--- config.mk ---
export PLATFORM = sky130hd
export DESIGN_NAME = vend_dispense_ctrl_flat
export DESIGN_NICKNAME = d
export VERILOG_FILES = /design/src/rtl/vend_dispense_ctrl_pkg.sv /design/src/rtl/vend_dispense_ctrl_if.sv /design/src/rtl/vend_dispense_ctrl_pulse_timer.sv /design/src/rtl/vend_dispense_ctrl.sv /design/src/flat_wrapper.sv
export SDC_FILE = /design/constraint.sdc
export NUM_CORES = 1
export LEC_CHECK = 0
export ABC_AREA = 0
export CAP_MARGIN = 5
export CORE_MARGIN = 4
export CORE_UTILIZATION = 40
export CTS_CLUSTER_SIZE = 28
export DETAILED_ROUTE_END_ITERATION = 8
export GPL_ROUTABILITY_DRIVEN = 0
export PLACE_DENSITY_LB_ADDON = 0.1
export SETUP_SLACK_MARGIN = 0.02
export SLEW_MARGIN = 40
export SYNTH_ARGS = -nofsm -noshare
export SYNTH_HDL_FRONTEND = slang
export SYNTH_SLANG_ARGS = --single-unit
--- constraint.sdc ---
create_clock -name clk -period 5.4 [get_ports clk]
set_input_delay 1.08 -clock clk [delete_from_list [all_inputs] [get_ports clk]]
set_output_delay 1.08 -clock clk [all_outputs]
set_load 0.02 [all_outputs]
--- src/rtl/vend_dispense_ctrl_pkg.sv ---
`default_nettype none
// ============================================================================
// Module   : vend_dispense_ctrl_pkg
// Brief    : Shared states, change codes and coin-count helpers for the
//            bottle dispense controller.
// Revision : 1.0 - initial release
// ============================================================================
package vend_dispense_ctrl_pkg;

    typedef enum logic [2:0] {
        IDLE     = 3'd0,
        MOTOR    = 3'd1,
        COIN_ON  = 3'd2,
        COIN_GAP = 3'd3,
        FAULT    = 3'd4
    } state_t;

    localparam logic [1:0] c_chg_none = 2'b00;
    localparam logic [1:0] c_chg_c5   = 2'b01;
    localparam logic [1:0] c_chg_c10  = 2'b10;

    // Wide enough for two change coins plus a two-coin refund.
    localparam int c_coin_w = 3;
    typedef logic [c_coin_w-1:0] coin_t;

    // The illegal code 11 pays nothing.
    function automatic coin_t coin_load(input logic [1:0] chg);
        case (chg)
            c_chg_c5:  return coin_t'(1);
            c_chg_c10: return coin_t'(2);
            default:   return coin_t'(0);
        endcase
    endfunction

endpackage
`default_nettype wire

--- src/rtl/vend_dispense_ctrl_if.sv ---
`default_nettype none
// ============================================================================
// Module   : vend_dispense_ctrl_if
// Brief    : Request/status bundle between the vending FSM, operator panel
//            and the dispense controller.
// Revision : 1.0 - initial release
// ============================================================================
interface vend_dispense_ctrl_if #(
    parameter int STOCK_W = 4
) ();
    logic               vend;
    logic [1:0]         change;
    logic               refill;
    logic               motor_done;
    logic               fault_clr;
    logic               motor_on;
    logic               coin_pulse;
    logic               busy;
    logic               empty;
    logic               fault;
    logic [STOCK_W-1:0] stock;

    modport master (
        output vend, change, refill, motor_done, fault_clr,
        input  motor_on, coin_pulse, busy, empty, fault, stock
    );

    modport slave (
        input  vend, change, refill, motor_done, fault_clr,
        output motor_on, coin_pulse, busy, empty, fault, stock
    );
endinterface
`default_nettype wire

--- src/rtl/vend_dispense_ctrl_pulse_timer.sv ---
`default_nettype none
// ============================================================================
// Module   : vend_dispense_ctrl_pulse_timer
// Brief    : Loadable count-down timer; terminal count flags the last cycle.
// Revision : 1.0 - initial release
// ============================================================================
module vend_dispense_ctrl_pulse_timer #(
    parameter int WIDTH = 8
) (
    input  logic             clk,
    input  logic             rst,
    input  logic             i_load,
    input  logic [WIDTH-1:0] i_load_val,
    output logic             o_tc
);

    logic [WIDTH-1:0] r_count;

    always_ff @(posedge clk or negedge rst) begin
        if (!rst) begin
            r_count <= '0;
        end else if (i_load) begin
            r_count <= i_load_val;
        end else if (r_count != '0) begin
            r_count <= r_count - WIDTH'(1);
        end
    end

    assign o_tc = (r_count == '0);

endmodule
`default_nettype wire

--- src/rtl/vend_dispense_ctrl.sv ---
`default_nettype none
// ============================================================================
// Module   : vend_dispense_ctrl
// Brief    : Bottle dispense motor and 5rs coin-return sequencer with stock
//            tracking and motor timeout fault.
// Revision : 1.0 - initial release
// ============================================================================
module vend_dispense_ctrl
    import vend_dispense_ctrl_pkg::*;
#(
    parameter int STOCK_W     = 4,
    parameter int STOCK_MAX   = 15,
    parameter int TIMEOUT_CYC = 200,
    parameter int PULSE_CYC   = 3,
    parameter int GAP_CYC     = 2
) (
    input  logic                clk,
    input  logic                rst,
    vend_dispense_ctrl_if.slave bus
);

    localparam int c_max_ab  = (TIMEOUT_CYC > PULSE_CYC) ? TIMEOUT_CYC : PULSE_CYC;
    localparam int c_tmr_max = (c_max_ab > GAP_CYC) ? c_max_ab : GAP_CYC;
    localparam int c_tmr_w   = $clog2(c_tmr_max + 1);

    // Timer is loaded with N-1 so a state lasts exactly N cycles.
    localparam logic [c_tmr_w-1:0] c_ld_motor = c_tmr_w'(TIMEOUT_CYC - 1);
    localparam logic [c_tmr_w-1:0] c_ld_pulse = c_tmr_w'(PULSE_CYC - 1);
    localparam logic [c_tmr_w-1:0] c_ld_gap   = c_tmr_w'(GAP_CYC - 1);
    localparam logic [STOCK_W-1:0] c_stock_full = STOCK_W'(STOCK_MAX);

    state_t               r_state;
    state_t               w_state_nx;
    coin_t                r_coins;
    coin_t                w_coins_nx;
    coin_t                w_req_coins;
    logic [STOCK_W-1:0]   r_stock;
    logic                 w_empty;
    logic                 w_dispense;
    logic                 w_tmr_load;
    logic [c_tmr_w-1:0]   w_tmr_val;
    logic                 w_tmr_tc;

    assign w_empty     = (r_stock == '0);
    // A vend that cannot be served is refunded as two extra coins.
    assign w_req_coins = coin_load(bus.change)
                       + ((bus.vend && w_empty) ? coin_t'(2) : coin_t'(0));

    vend_dispense_ctrl_pulse_timer #(
        .WIDTH (c_tmr_w)
    ) u_timer (
        .clk        (clk),
        .rst        (rst),
        .i_load     (w_tmr_load),
        .i_load_val (w_tmr_val),
        .o_tc       (w_tmr_tc)
    );

    always_ff @(posedge clk or negedge rst) begin
        if (!rst) begin
            r_state <= IDLE;
            r_coins <= '0;
        end else begin
            r_state <= w_state_nx;
            r_coins <= w_coins_nx;
        end
    end

    always_comb begin
        w_state_nx = r_state;
        w_coins_nx = r_coins;
        w_tmr_load = 1'b0;
        w_tmr_val  = '0;
        w_dispense = 1'b0;
        case (r_state)
            IDLE: begin
                if (bus.vend || (bus.change != c_chg_none)) begin
                    w_coins_nx = w_req_coins;
                    if (bus.vend && !w_empty) begin
                        w_state_nx = MOTOR;
                        w_tmr_load = 1'b1;
                        w_tmr_val  = c_ld_motor;
                    end else if (w_req_coins != '0) begin
                        w_state_nx = COIN_ON;
                        w_tmr_load = 1'b1;
                        w_tmr_val  = c_ld_pulse;
                    end
                end
            end
            MOTOR: begin
                // Completion on the final timer cycle still counts as success.
                if (bus.motor_done) begin
                    w_dispense = 1'b1;
                    if (r_coins != '0) begin
                        w_state_nx = COIN_ON;
                        w_tmr_load = 1'b1;
                        w_tmr_val  = c_ld_pulse;
                    end else begin
                        w_state_nx = IDLE;
                    end
                end else if (w_tmr_tc) begin
                    w_state_nx = FAULT;
                    w_coins_nx = '0;
                end
            end
            COIN_ON: begin
                if (w_tmr_tc) begin
                    w_coins_nx = r_coins - coin_t'(1);
                    w_state_nx = COIN_GAP;
                    w_tmr_load = 1'b1;
                    w_tmr_val  = c_ld_gap;
                end
            end
            COIN_GAP: begin
                if (w_tmr_tc) begin
                    if (r_coins != '0) begin
                        w_state_nx = COIN_ON;
                        w_tmr_load = 1'b1;
                        w_tmr_val  = c_ld_pulse;
                    end else begin
                        w_state_nx = IDLE;
                    end
                end
            end
            FAULT: begin
                if (bus.fault_clr) begin
                    w_state_nx = IDLE;
                end
            end
            default: begin
                w_state_nx = IDLE;
                w_coins_nx = '0;
            end
        endcase
    end

    always_ff @(posedge clk or negedge rst) begin
        if (!rst) begin
            r_stock <= c_stock_full;
        end else if (bus.refill) begin
            r_stock <= c_stock_full;
        end else if (w_dispense && !w_empty) begin
            r_stock <= r_stock - STOCK_W'(1);
        end
    end

    assign bus.motor_on   = (r_state == MOTOR);
    assign bus.coin_pulse = (r_state == COIN_ON);
    assign bus.busy       = (r_state != IDLE);
    assign bus.fault      = (r_state == FAULT);
    assign bus.empty      = w_empty;
    assign bus.stock      = r_stock;

endmodule
`default_nettype wire

--- src/flat_wrapper.sv ---
// flat-port wrapper written by rule: the top's interface ports become plain ports
module vend_dispense_ctrl_flat import vend_dispense_ctrl_pkg::*;
#(
    parameter int STOCK_W     = 4,
    parameter int STOCK_MAX   = 15,
    parameter int TIMEOUT_CYC = 200,
    parameter int PULSE_CYC   = 3,
    parameter int GAP_CYC     = 2
)
  (clk, rst, bus_vend, bus_change, bus_refill, bus_motor_done, bus_fault_clr, bus_motor_on, bus_coin_pulse, bus_busy, bus_empty, bus_fault, bus_stock);
  vend_dispense_ctrl_if #(.STOCK_W(STOCK_W)) bus_i ();
  input  logic clk;
  input  logic rst;
  input wire logic [$bits(bus_i.vend)-1:0] bus_vend;
  input wire logic [$bits(bus_i.change)-1:0] bus_change;
  input wire logic [$bits(bus_i.refill)-1:0] bus_refill;
  input wire logic [$bits(bus_i.motor_done)-1:0] bus_motor_done;
  input wire logic [$bits(bus_i.fault_clr)-1:0] bus_fault_clr;
  output wire logic [$bits(bus_i.motor_on)-1:0] bus_motor_on;
  output wire logic [$bits(bus_i.coin_pulse)-1:0] bus_coin_pulse;
  output wire logic [$bits(bus_i.busy)-1:0] bus_busy;
  output wire logic [$bits(bus_i.empty)-1:0] bus_empty;
  output wire logic [$bits(bus_i.fault)-1:0] bus_fault;
  output wire logic [$bits(bus_i.stock)-1:0] bus_stock;
  assign bus_i.vend = bus_vend;
  assign bus_i.change = bus_change;
  assign bus_i.refill = bus_refill;
  assign bus_i.motor_done = bus_motor_done;
  assign bus_i.fault_clr = bus_fault_clr;
  assign bus_motor_on = bus_i.motor_on;
  assign bus_coin_pulse = bus_i.coin_pulse;
  assign bus_busy = bus_i.busy;
  assign bus_empty = bus_i.empty;
  assign bus_fault = bus_i.fault;
  assign bus_stock = bus_i.stock;
  vend_dispense_ctrl #(.STOCK_W(STOCK_W), .STOCK_MAX(STOCK_MAX), .TIMEOUT_CYC(TIMEOUT_CYC), .PULSE_CYC(PULSE_CYC), .GAP_CYC(GAP_CYC)) u_core (.clk(clk), .rst(rst), .bus(bus_i));
endmodule
==> impl_metrics.yaml <==
clocking:
  cts_buffers: 3
  cts-resized-gates: 0
  cts-htree-levels: 1
  cts_setup_buffers: 0
  clockRootBuffer: "clkbuf_4"
  clock_path_buffers: 2
  hold_buffers: 0
  cts_sinks: 18
  cts_tree: "yes"
  clk_latency_ps: 300
  clk_pin_slew_ps: 110
drt:
  drt-vias-per-instance: 5.48
  drt-total-wl_um: 2620
  antenna_left: 0
  wl_per_cell_um: 14.0
  drt_iter0_markers: 53
  vias: 1025
  drc: 0
  dr.pass1.iters: 4
setup_path:
  required_ps: 4320
  slowest_delay_ps: 610
  worstSetupStartpointType: "flip-flop"
  slowest_stage: "clkdlybuf4s50_1"
  crit_top_cell: "inv_1"
  critPathCaptureType: "primary output"
  worstPathArrival_ps: 2180
  critPathMaxFanout: 11
  path_class: "flip-flop to primary output"
  reg2reg_depth: 10
  crit_chain: "inv_1 > or3_1 > inv_1 > clkdlybuf4s50_1"
logic_synthesis:
  synthCells: 141
  syn_area_um2: 1240
  ys_seq_area_share_pct: 36.7
  ys_seq_elements: 18
  synth-main-ff-cell: "dfrtp_1"
  postSynthAreaPerCell_um2: 8.79
  ys.warnings.count: 0
  synth_edf_count: 0
  ys_types: 43
  synth_fp_nets: 155
  async_flop_share_pct: 100
timing:
  clock_skew_ps: 15.1
  rsz0062_at_grt: "no"
  postLayoutSetupSlackWorst_ps: 2140
  min_period_over_period_pct: 60.5
  finalSetupTns_ps: 0
  fmax_ghz: 0.306
  min_period_ps: 3260
  tightest_slew_ps: 674
  finalMaxSlewViolations: 0
  slew_headroom_pct: 54.4
  setup_violations: 0
  hold_viol: 0
layout:
  drive_gt1_share_pct: 9.62
  area_growth_pct: 15.8
  antenna_cells: 0
  nets: 171
power:
  power_density_nw_per_um2: 510
  p_leak_nw: 0.619
  ir_drop_mv: 0.242
grt:
  overflow: 0
  grt_antenna_before_repair: 0
  grt_pass1_wl_um: 4620
  first_global_vias: 1007
  grt_max_degree: 19
  track_usage_pct: 14.3
placed_design:
  pre_cts_ws_ps: 2090
  port_buffers: 16
  dp_hpwl_um: 2020
min_path:
  min_path_type: "flip-flop to flip-flop"
  hold_depth: 2
die:
  die_w_um: 63.7
  rows: 19
  chipHeight_um: 63.7
  coreArea_um2: 2850
  die-area_um2: 4050
  io_pins: 17
  initial_core_util_pct: 43.5
outcome:
  status: "completed"
flow_run:
  maxCapViolations: 0
power breakdown:
part	total, mW	internal (mW)	switching [mW]
logic	0.413	0.189	0.224
registers	0.247	0.185	0.0613
clock network	0.0726	0.0288	0.0438
total	0.732	0.403	0.329
stage by stage:
step	hold slack [ps]	util [%]	cells	power [mW]	cell area [um^2]
5_1_grt	603	50.4	187	0.801	1440
3_5_place_dp	550	49.3	183	0.662	1410
2_1_floorplan	493	-	141	0.558	1240
6_report	563	50.4	187	0.732	1440
3_3_place_gp	536	49.5	183	0.658	1410
4_1_cts	578	50.3	187	0.739	1430
cells in the mapped netlist (2+ instances only):
library cell | n | area, um^2
a211oi_1 | 2 | 15.0
a21oi_1 | 9 | 45.0
and2_1 | 3 | 18.8
buf_2 | 3 | 15.0
dfrtp_1 | 14 | 350
dfstp_2 | 4 | 105
ha_1 | 6 | 75.1
inv_1 | 14 | 52.6
nand2_1 | 8 | 30.0
nand2b_1 | 4 | 25.0
nand3_1 | 7 | 35.0
nor2_1 | 12 | 45.0
nor2b_1 | 4 | 25.0
nor3_1 | 5 | 25.0
nor4_1 | 3 | 18.8
o211ai_1 | 2 | 15.0
o21ai_0 | 6 | 30.0
o22ai_1 | 2 | 12.5
or3_1 | 2 | 12.5
xnor2_1 | 8 | 70.1
cells in the final DEF, fill, tap and decap left out, drive strengths merged, types with 5 or more instances in the layout:
cell           count
a21oi              9
clkdlybuf4s50     15
dfrtp             14
ha                 6
inv               14
nand2              8
nand3              7
nor2              12
nor3               5
o21ai              6
xnor2              8
cell type report:
type / count / area, um^2
multi-input cells: 104 / 708
flip-flops and latches: 18 / 455
repair buffers: 16 / 155
inverters: 14 / 52.6
clock buffers: 4 / 26.3
well taps: 31 / 38.8
fillers: 277 / 1420
path summary, 6_finish.rpt:
path                                                      start  slack [ps]                                    end
worst max-delay path              u_core.r_state[1]$_DFFE_PN0P_        2140                         bus_coin_pulse
worst min-delay path              u_core.r_coins[1]$_DFFE_PN0P_         560          u_core.r_coins[1]$_DFFE_PN0P_
worst max register to register  u_core.bus.stock[0]$_DFFE_PN1P_        2580  u_core.u_timer.r_count[7]$_DFFE_PN0P_
worst min register to register    u_core.r_coins[1]$_DFFE_PN0P_         560          u_core.r_coins[1]$_DFFE_PN0P_
max in group asynchronous                                   rst        4380        u_core.bus.stock[2]$_DFFE_PN1P_
min in group asynchronous                                   rst         680          u_core.r_state[2]$_DFFE_PN0P_
critical path, delay by kind of cell, from the launching register on:
kind | cells | cell delay (ps)
flops | 1 | 560
simple gates | 1 | 450
buf+inv | 3 | 860
logic make-up after synthesis:
kind of cell             synth area share [%]
AND/OR/NAND/NOR                          24.3
AO/OA/AOI/OAI                            20.0
flip-flops                               36.7
adder cells (fa/ha/maj)                  6.05
multiplexers                            0.908
XOR/XNOR                                 5.65
buffers and inverters                    6.36
layer usage:
metal  GRT usage (%)  share of wire, %  up-vias  wire length (um)
met5               0                 0        -                 0
met2            22.9                45       17              1180
met1            18.8                51      474              1320
met3            4.26               3.6        4                94
met4            3.23              0.88        0                23
li1                -                 -      530                 -
flip-flops by register name (all words and copies together), names as in the netlist:
register	count
u_core.bus.stock	4
u_core.r_state	3
u_core.u_timer.r_count	8
u_core.r_coins	3
No activity file was read; power rests on OpenSTA's default activity.
